--- src/rtl/mem_stall_ctrl_pkg.sv ---
// mem_stall_ctrl_pkg: shared CPU constants for the memory access sequencer
package mem_stall_ctrl_pkg;
  localparam logic [1:0] ST_IDLE = 2'd0;
  localparam logic [1:0] ST_DATA = 2'd1;
  localparam logic [1:0] ST_INST = 2'd2;
  localparam logic [1:0] ST_DONE = 2'd3;
  localparam logic [3:0] FETCH_BE = 4'hF;
endpackage

--- src/rtl/mem_stall_ctrl_bus_wait_timer.sv ---
// bus_wait_timer: per-access bus wait counter with abort flag
// clk/rst_n: clock, sync active-low reset; clr: restart at 0; en: count one wait cycle;
// expire_o: counter sits at WAIT_MAX-1, so one more wait cycle aborts the access
module bus_wait_timer #(
  parameter int WAIT_MAX = 16,
  parameter int CNT_W    = 5
) (
  input  logic clk,
  input  logic rst_n,
  input  logic clr,
  input  logic en,
  output logic expire_o
);
  logic [CNT_W-1:0] cnt_q, cnt_d;
  always_comb cnt_d = clr ? '0 : en ? cnt_q + CNT_W'(1) : cnt_q;
  always_ff @(posedge clk)
    if (!rst_n) cnt_q <= '0;
    else        cnt_q <= cnt_d;
  assign expire_o = cnt_q == CNT_W'(WAIT_MAX - 1);
endmodule

--- src/rtl/mem_stall_ctrl.sv ---
// mem_stall_ctrl: serialises MEM data access then IF fetch onto one bus and pauses the pipeline
// if_*: fetch request/address/instruction; mem_*: load/store request, data; bus_*: registered
// single-port bus master; pause_o: freezes the pipeline; bus_err_o: one-cycle timeout abort pulse
module mem_stall_ctrl
  import mem_stall_ctrl_pkg::*;
#(
  parameter int WAIT_MAX = 16,
  parameter int CNT_W    = 5
) (
  input  logic        clk,
  input  logic        rst_n,
  input  logic        if_req_i,
  input  logic [31:0] if_addr_i,
  output logic [31:0] if_rdata_o,
  input  logic        mem_req_i,
  input  logic        mem_we_i,
  input  logic [3:0]  mem_be_i,
  input  logic [31:0] mem_addr_i,
  input  logic [31:0] mem_wdata_i,
  output logic [31:0] mem_rdata_o,
  output logic        bus_req_o,
  output logic        bus_we_o,
  output logic [3:0]  bus_be_o,
  output logic [31:0] bus_addr_o,
  output logic [31:0] bus_wdata_o,
  input  logic        bus_ready_i,
  input  logic [31:0] bus_rdata_i,
  output logic        pause_o,
  output logic        bus_err_o
);
  logic [1:0]  state_q, state_d;
  logic        req_q, req_d, we_q, we_d, err_q, err_d;
  logic [3:0]  be_q, be_d;
  logic [31:0] addr_q, addr_d, wdata_q, wdata_d, if_rdata_q, if_rdata_d, mem_rdata_q, mem_rdata_d;
  logic        expire, busy, fin, abort;
  assign busy  = state_q == ST_DATA || state_q == ST_INST;
  assign abort = busy && !bus_ready_i && expire;
  assign fin   = busy && (bus_ready_i || expire);
  bus_wait_timer #(.WAIT_MAX(WAIT_MAX), .CNT_W(CNT_W)) u_timer (
    .clk      (clk),
    .rst_n    (rst_n),
    .clr      (state_d != state_q),
    .en       (busy && !bus_ready_i),
    .expire_o (expire)
  );
  always_comb begin
    state_d     = state_q;
    req_d       = req_q;
    we_d        = we_q;
    be_d        = be_q;
    addr_d      = addr_q;
    wdata_d     = wdata_q;
    if_rdata_d  = if_rdata_q;
    mem_rdata_d = mem_rdata_q;
    err_d       = 1'b0;
    case (state_q)
      ST_IDLE:
        if (mem_req_i) begin
          state_d = ST_DATA;
          req_d   = 1'b1;
          we_d    = mem_we_i;
          be_d    = mem_be_i;
          addr_d  = mem_addr_i;
          wdata_d = mem_wdata_i;
        end else if (if_req_i) begin
          state_d = ST_INST;
          req_d   = 1'b1;
          we_d    = 1'b0;
          be_d    = FETCH_BE;
          addr_d  = if_addr_i;
        end
      ST_DATA:
        if (fin) begin
          err_d       = abort;
          mem_rdata_d = abort ? 32'h0 : we_q ? mem_rdata_q : bus_rdata_i;
          // back-to-back fetch keeps bus_req_o asserted across the hand-over
          state_d     = if_req_i ? ST_INST : ST_DONE;
          req_d       = if_req_i;
          if (if_req_i) begin
            we_d   = 1'b0;
            be_d   = FETCH_BE;
            addr_d = if_addr_i;
          end
        end
      ST_INST:
        if (fin) begin
          err_d      = abort;
          if_rdata_d = abort ? 32'h0 : bus_rdata_i;
          state_d    = ST_DONE;
          req_d      = 1'b0;
        end
      default: state_d = ST_IDLE;
    endcase
  end
  always_ff @(posedge clk)
    if (!rst_n) begin
      state_q     <= ST_IDLE;
      req_q       <= 1'b0;
      we_q        <= 1'b0;
      be_q        <= 4'h0;
      addr_q      <= 32'h0;
      wdata_q     <= 32'h0;
      err_q       <= 1'b0;
      if_rdata_q  <= 32'h0;
      mem_rdata_q <= 32'h0;
    end else begin
      state_q     <= state_d;
      req_q       <= req_d;
      we_q        <= we_d;
      be_q        <= be_d;
      addr_q      <= addr_d;
      wdata_q     <= wdata_d;
      err_q       <= err_d;
      if_rdata_q  <= if_rdata_d;
      mem_rdata_q <= mem_rdata_d;
    end
  // pause is raised already in IDLE so the pipeline never advances past an unserviced request
  assign pause_o     = rst_n && (busy || (state_q == ST_IDLE && (if_req_i || mem_req_i)));
  assign bus_req_o   = req_q;
  assign bus_we_o    = we_q;
  assign bus_be_o    = be_q;
  assign bus_addr_o  = addr_q;
  assign bus_wdata_o = wdata_q;
  assign bus_err_o   = err_q;
  assign if_rdata_o  = if_rdata_q;
  assign mem_rdata_o = mem_rdata_q;
endmodule

--- config.mk ---
export PLATFORM = sky130hd
export DESIGN_NAME = mem_stall_ctrl
export DESIGN_NICKNAME = d
export VERILOG_FILES = /design/src/rtl/mem_stall_ctrl_pkg.sv /design/src/rtl/mem_stall_ctrl_bus_wait_timer.sv /design/src/rtl/mem_stall_ctrl.sv
export SDC_FILE = /design/constraint.sdc
export NUM_CORES = 1
export LEC_CHECK = 0
export ABC_AREA = 1
export BUFFER_PORTS_ARGS = -buffer_cell sky130_fd_sc_hd__buf_2
export CORE_UTILIZATION = 35
export DETAILED_ROUTE_END_ITERATION = 16
export PLACE_DENSITY = 0.61
export SKIP_CTS_REPAIR_TIMING = 1
export SLEW_MARGIN = 10
export SYNTH_ARGS = -nofsm -noshare
export SYNTH_HDL_FRONTEND = slang
export SYNTH_HIERARCHICAL = 1
export SYNTH_SLANG_ARGS = --single-unit
--- constraint.sdc ---
create_clock -name clk -period 2.9 [get_ports clk]
set_input_delay 0.29 -clock clk [delete_from_list [all_inputs] [get_ports clk]]
set_output_delay 0.29 -clock clk [all_outputs]
set_load 0.01 [all_outputs]
Word-level counts from Yosys, hierarchy flattened. Cells that the tools add are included.

Bits in registers: 142. Bits in latches: 0. RAM bits: 0. Bits in read-only memories: 0. Bits of input ports: 138. Output and inout bits: 136. Word-level logic and storage cells: 67. Memories: 0.

Add/sub/neg operators: 1. Multiply operators: 0. Divide/modulo/power cells: 0. Magnitude comparators: 0. Equal/unequal tests: 8. Shift operators: 0. Muxes and demuxes: 26. Bitwise gates (word level): 1. Reductions and logical operators: 21.

Operator list (count): $mux 32 (6); $pmux 32 s2 (1); $mux 4 (3); $mux 1 (8); $mux 2 (4); $pmux 4 s2 (1); $pmux 2 s3 (1); $reduce_and 2->1 (3); $reduce_and 3->1 (2); $add 5x1->5 const B (1); $eq 5x4->1 const B (1); $logic_and 1x1->1 (5); $logic_or 1x1->1 (4); $ne 2x2->1 const B (2); $reduce_and 4->1 (1); $reduce_or 2->1 (2); $ne 3x3->1 const B (1); $pmux 1 s3 (1); $reduce_bool 3->1 (1); $eq 2x1->1 const B (1); $eq 2x2->1 const B (1); $logic_not 2->1 (1); $ne 2x1->1 const B (1); $ne 2x2->1 (1); other kinds (4) (4).

Depth between registers and ports, before layout.
Depth in word-level cells: 7. Depth in mapped cells: 15. Depth with buffers taken out: 15.

Hierarchy. The synthesis kept the hierarchy.

By module, submodules not included: mem_stall_ctrl (instances 1, cells an instance 719, area each 5392.7 sq um, seq. area each 2742.6 sq um); bus_wait_timer (instances 1, cells an instance 31, area each 259.0 sq um, seq. area each 100.1 sq um).

Worst setup path before layout. Ideal clock, no wire load.

Path kind: register to register. From: reg u_timer.cnt_q[0]. To: reg u_timer.cnt_q[0]. Library setup time: 70 ps. Data arrival time: 1837 ps. Required time: 2830 ps. Path slack: 993 ps. Cell stages (with the launch flop): 16. Path buffers: 0. Clock period less this slack: 1907 ps. Cell sequence: dfxtp_1 ha_1 and3_1 ha_1 inv_1 nand2_1 nand3_2 nand3_1 nand2_1 nand2_1 nand2_1 inv_1 nand3_1 nor2_2 o21ai_1 a21oi_1.

Longest elaborated chain between the ends: 7. Elaborated cells between the ends (all ways): 9. Those cells by class: add/sub: 1; eq/ne: 2; mux: 3; reduce/logical: 3.

Ends and longest elaborated chain: start, declared (RTL line mem_stall_ctrl_bus_wait_timer.sv:14) `logic [CNT_W-1:0] cnt_q, cnt_d;`; start signal, assigned (RTL line mem_stall_ctrl_bus_wait_timer.sv:18) `else cnt_q <= cnt_d;`; $eq 5x4->1 * (RTL line mem_stall_ctrl_bus_wait_timer.sv:19) `assign expire_o = cnt_q == CNT_W'(WAIT_MAX - 1);`; via expire (RTL line mem_stall_ctrl.sv:35) `logic expire, busy, fin, abort;`; $logic_or 1x1->1 * (RTL line mem_stall_ctrl.sv:38) `assign fin = busy && (bus_ready_i || expire);`; $logic_and 1x1->1 * (RTL line mem_stall_ctrl.sv:38); $mux 2, on equally long branches (RTL line mem_stall_ctrl.sv:86, mem_stall_ctrl.sv:73); $pmux 2 s3 * (RTL line mem_stall_ctrl.sv:56) `case (state_q)`; $ne 2x2->1 * (RTL line mem_stall_ctrl.sv:42) `.clr (state_d != state_q),`; $reduce_or 2->1 (no source line) *.

Mark *: on every way through the listed nets, which the timed path passes. The rest lies on a longest branch. A chain may end at the register's enable or synchronous reset.

Final worst setup path.
From: reg state_q[1]. To: reg mem_rdata_q[0], in the netlist mem_rdata_o[0].

Longest elaborated chain between the ends: 6. Elaborated cells between the ends (all ways): 9. Those cells by class: eq/ne: 3; mux: 1; reduce/logical: 5.

Ends and longest elaborated chain: start, declared (RTL line mem_stall_ctrl.sv:31) `logic [1:0] state_q, state_d;`; start signal, assigned (RTL line mem_stall_ctrl.sv:107) `state_q <= state_d;`; $eq 2x1->1 or $eq 2x2->1 (tied branches) (RTL line mem_stall_ctrl.sv:36, mem_stall_ctrl.sv:56); $logic_or 1x1->1 (RTL line mem_stall_ctrl.sv:36) `assign busy = state_q == ST_DATA || state_q == ST_INST;`; $logic_and 1x1->1 (2 in a row) (RTL line mem_stall_ctrl.sv:37) `assign abort = busy && !bus_ready_i && expire;`; $ne 2x1->1 (no source line); $reduce_and 3->1 (no source line); end signal, assigned (RTL line mem_stall_ctrl.sv:115) `mem_rdata_q <= mem_rdata_d;`; end, declared (RTL line mem_stall_ctrl.sv:34) `logic [31:0] addr_q, addr_d, wdata_q, wdata_d, if_rdata_q, if_rdata_d, mem_rdata_q, mem_rdata_d;`.

Several ways; a longest one is shown, not always the timed one.

==> results by group <==
Pwr
  • Combinational group share of total power: 0.267
  • Psw: 2010 uW
  • Clock group share of total power: 0.354
  • Seq pwr share: 0.379
  • Maximum vdd ir drop: 0.402 mV
  • Pint: 4450 uW
  • PwrDens: 832 nW/um2
  • Pleak: 0.00402 uW
  • Switching share of power: 0.311

Cells and area
  • Final layout net count: 1146
  • Share of cells above drive strength 1: 0.321
  • Final Cell Area: 7760 um2
  • Area Overhead vs Synth: 37.3%
  • FILL cells: 1596

Status
  • Status: complete, no violations

STA
  • Rel. slew slack: 0.347
  • Tcrit/Tclk final: 0.789
  • Max Clock Freq: 437 MHz
  • Final setup skew: 0.0137 ns
  • Min cycle time layout: 2.29 ns
  • Worst Max-Slew Pin Slew: 0.979 ns
  • Final Hold Fails: 0
  • Final hold slack: 0.126 ns
  • Setup TNS: 0 ns
  • Final WS setup: 0.613 ns
  • Pins Over Slew Limit: 0
  • RSZ-0062 raised after global routing: false
  • Final setup violation count: 0

Route
  • Drt pass-1 iters: 4
  • Remaining antenna violation count: 0
  • Routed len/inst: 13.0 um
  • DR vias/cell: 4.63
  • DRC: 0
  • DR iter-0 viols: 240
  • Overall routed net length: 16000 um
  • Via count: 5702

Placed design
  • IO Port Bufs: 273
  • Placement Setup Slack: 0.612 ns
  • Area after DPL: 7140 um2
  • Placer congestion estimate: 0.798
  • Hpwl dp: 11300 um

Critical path
  • Nature of the critical path endpoint: register
  • Crit path kind: register to register
  • Crit path max-delay family: simple AND/OR/NAND/NOR gates
  • Worst Path Buf+Inv: 3
  • CP max stage delay: 0.41 ns
  • CP Launch Type: register
  • Worst Path Max Fanout: 64
  • CP max-delay cell: dfxtp_1
  • Stages on the worst setup path: 9
  • Critical-path cell list: inv_1, ha_1, inv_2, nor2_4, nand2_2, a21oi_4, buf_12, o21ai_0, a21oi_1
  • Worst Path Required: 3.24 ns
  • Critical path data arrival time: 2.63 ns
  • R2r worst-path depth: 9

Clock network
  • CTS Buffer Depth: 2
  • CTS root buf: clkbuf_16
  • CTS tree: yes
  • Clock sinks: 142
  • H-tree Lvls: 4
  • Clk_lat worst skew: 0.42 ns
  • Clk pin slew, worst setup/hold paths: 0.06 ns
  • CTS buffer count: 17

Global routing
  • GR Overflow Total: 0
  • Initial antenna violation count: 2
  • Largest net degree at the start of global routing: 65
  • GRT Total Usage: 0.191
  • Vias in the first global route: 5122
  • First-pass GRT wire length: 24900 um

Job
  • Reported max-cap violation count: 0

Synthesis
  • Gate Count Post-Synth: 750
  • Netlist Area Pre-Place: 5650 um2
  • Synth top area share: 0.503
  • Syn Area/Cell: 7.54 um2
  • Yosys top cell by area: dfxtp_1
  • Net Count, Synth: 895
  • Register area share after synthesis: 0.503
  • Flops & latches, synth: 142
  • Yosys cell types: 27
  • Yosys Warn Count: 6
  • Top cells by area, synth: dfxtp_1 50%, nand2_1 9.9%, a21oi_1 9.5%

Floorplanning
  • Core area: 15800 um2
  • Num ports: 274
  • Die Y: 129 um
  • Die Wd: 129 um
  • Die Footprint: 16700 um2
  • Initial Util: 0.357
  • FP Rows: 46

Min path
  • Hold depth: 3
  • Tightest Hold Check Type: input port to register
[kinds of logic after synthesis]
| family | share of synthesized area |
|---|---|
| AOI/OAI and AO/OA | 0.221 |
| adders and majority gates | 0.0155 |
| buffers and inverters | 0.0580 |
| DFF | 0.503 |
| and+or+nand+nor | 0.202 |
[layout by cell type (no fill, tap or decap), drive strengths merged]
master,Yosys,routed
buf,27,284
nor2,118,118
nand3,9,9
inv,18,18
clkinv,1,3
bufinv,0,4
clkbuf,25,26
ha,7,7
o21ai,127,127
o21a,8,8
dfxtp,142,142
and3,1,1
diode,0,1
a21oi,108,108
nor3,5,5
nand2,154,154
[cell type report]
cell class / count / area [um2] / area share
antenna: 1 / 2.50 / 0.000322
tap: 216 / 270 / 0.0348
multi-input combinational: 537 / 2480 / 0.320
inverter: 19 / 71.3 / 0.00919
timing repair buffer: 284 / 1470 / 0.190
clock inverter: 6 / 130 / 0.0168
sequential: 142 / 2840 / 0.366
clock buffer: 26 / 489 / 0.0630
[power groups by stage]
stage          sequential, uW  clock (uW)  combinational [uW]
2_1_floorplan            2640           0                 951
3_3_place_gp             2480           0                1750
3_5_place_dp             2480           0                1750
4_1_cts                  2450        2340                1750
5_1_grt                  2490        2430                1950
6_report                 2450        2290                1730
[tightest hold or removal path, cell delays in order]
cell	delay, ns
buf_2	0.07
o21ai_0	0.07
nor2_1	0.07
[layer usage]
layer | part of all wire | up-vias | GRT usage
li1 | - | 2983 | -
met1 | 0.44 | 2524 | 0.224
met2 | 0.48 | 166 | 0.321
met3 | 0.056 | 29 | 0.0533
met4 | 0.028 | 0 | 0.0913
met5 | 0 | - | 0
[worst paths after layout]
kind                    from         endpoint  slack, ns
max               state_q[1]   mem_rdata_o[0]       0.61
min          mem_wdata_i[24]  bus_wdata_o[24]       0.13
max reg2reg       state_q[1]   mem_rdata_o[0]       0.61
min reg2reg   if_rdata_o[19]   if_rdata_o[19]       0.46
[flip-flops by register name, indices dropped and copies added (netlist names)]
signal and count:
bus_wdata_o 32, bus_addr_o 32, state_q 2, bus_we_o 1, bus_be_o 4, u_timer/cnt_q 5
bus_req_o 1, mem_rdata_o 32, bus_err_o 1, if_rdata_o 32
[cell usage after synthesis]
| master | number |
|---|---|
| o21ai_0 | 95 |
| o21ai_2 | 1 |
| o21a_1 | 8 |
| a21oi_1 | 107 |
| nor2_1 | 115 |
| ha_1 | 7 |
| clkbuf_2 | 1 |
| buf_2 | 21 |
| nor2_4 | 2 |
| buf_6 | 4 |
| nand3_2 | 1 |
| dfxtp_1 | 142 |
| nand2_1 | 149 |
| o21ai_1 | 31 |
| nor3_1 | 5 |
| nand3_1 | 8 |
| nor2_2 | 1 |
| a21oi_4 | 1 |
| inv_1 | 14 |
| inv_2 | 4 |
| buf_1 | 1 |
| nand2_2 | 3 |
| nand2_4 | 2 |
| buf_4 | 1 |
| clkbuf_1 | 24 |
| and3_1 | 1 |
| clkinv_1 | 1 |
[stage by stage]
step	total power (uW)	util	std cells
floorplan	3590	-	750
global placement	4220	0.451	1198
detailed placement	4230	0.451	1198
CTS	6530	0.490	1230
global route	6860	0.490	1231
finish	6460	0.490	1231
No activity file was read; power rests on OpenSTA's default activity.
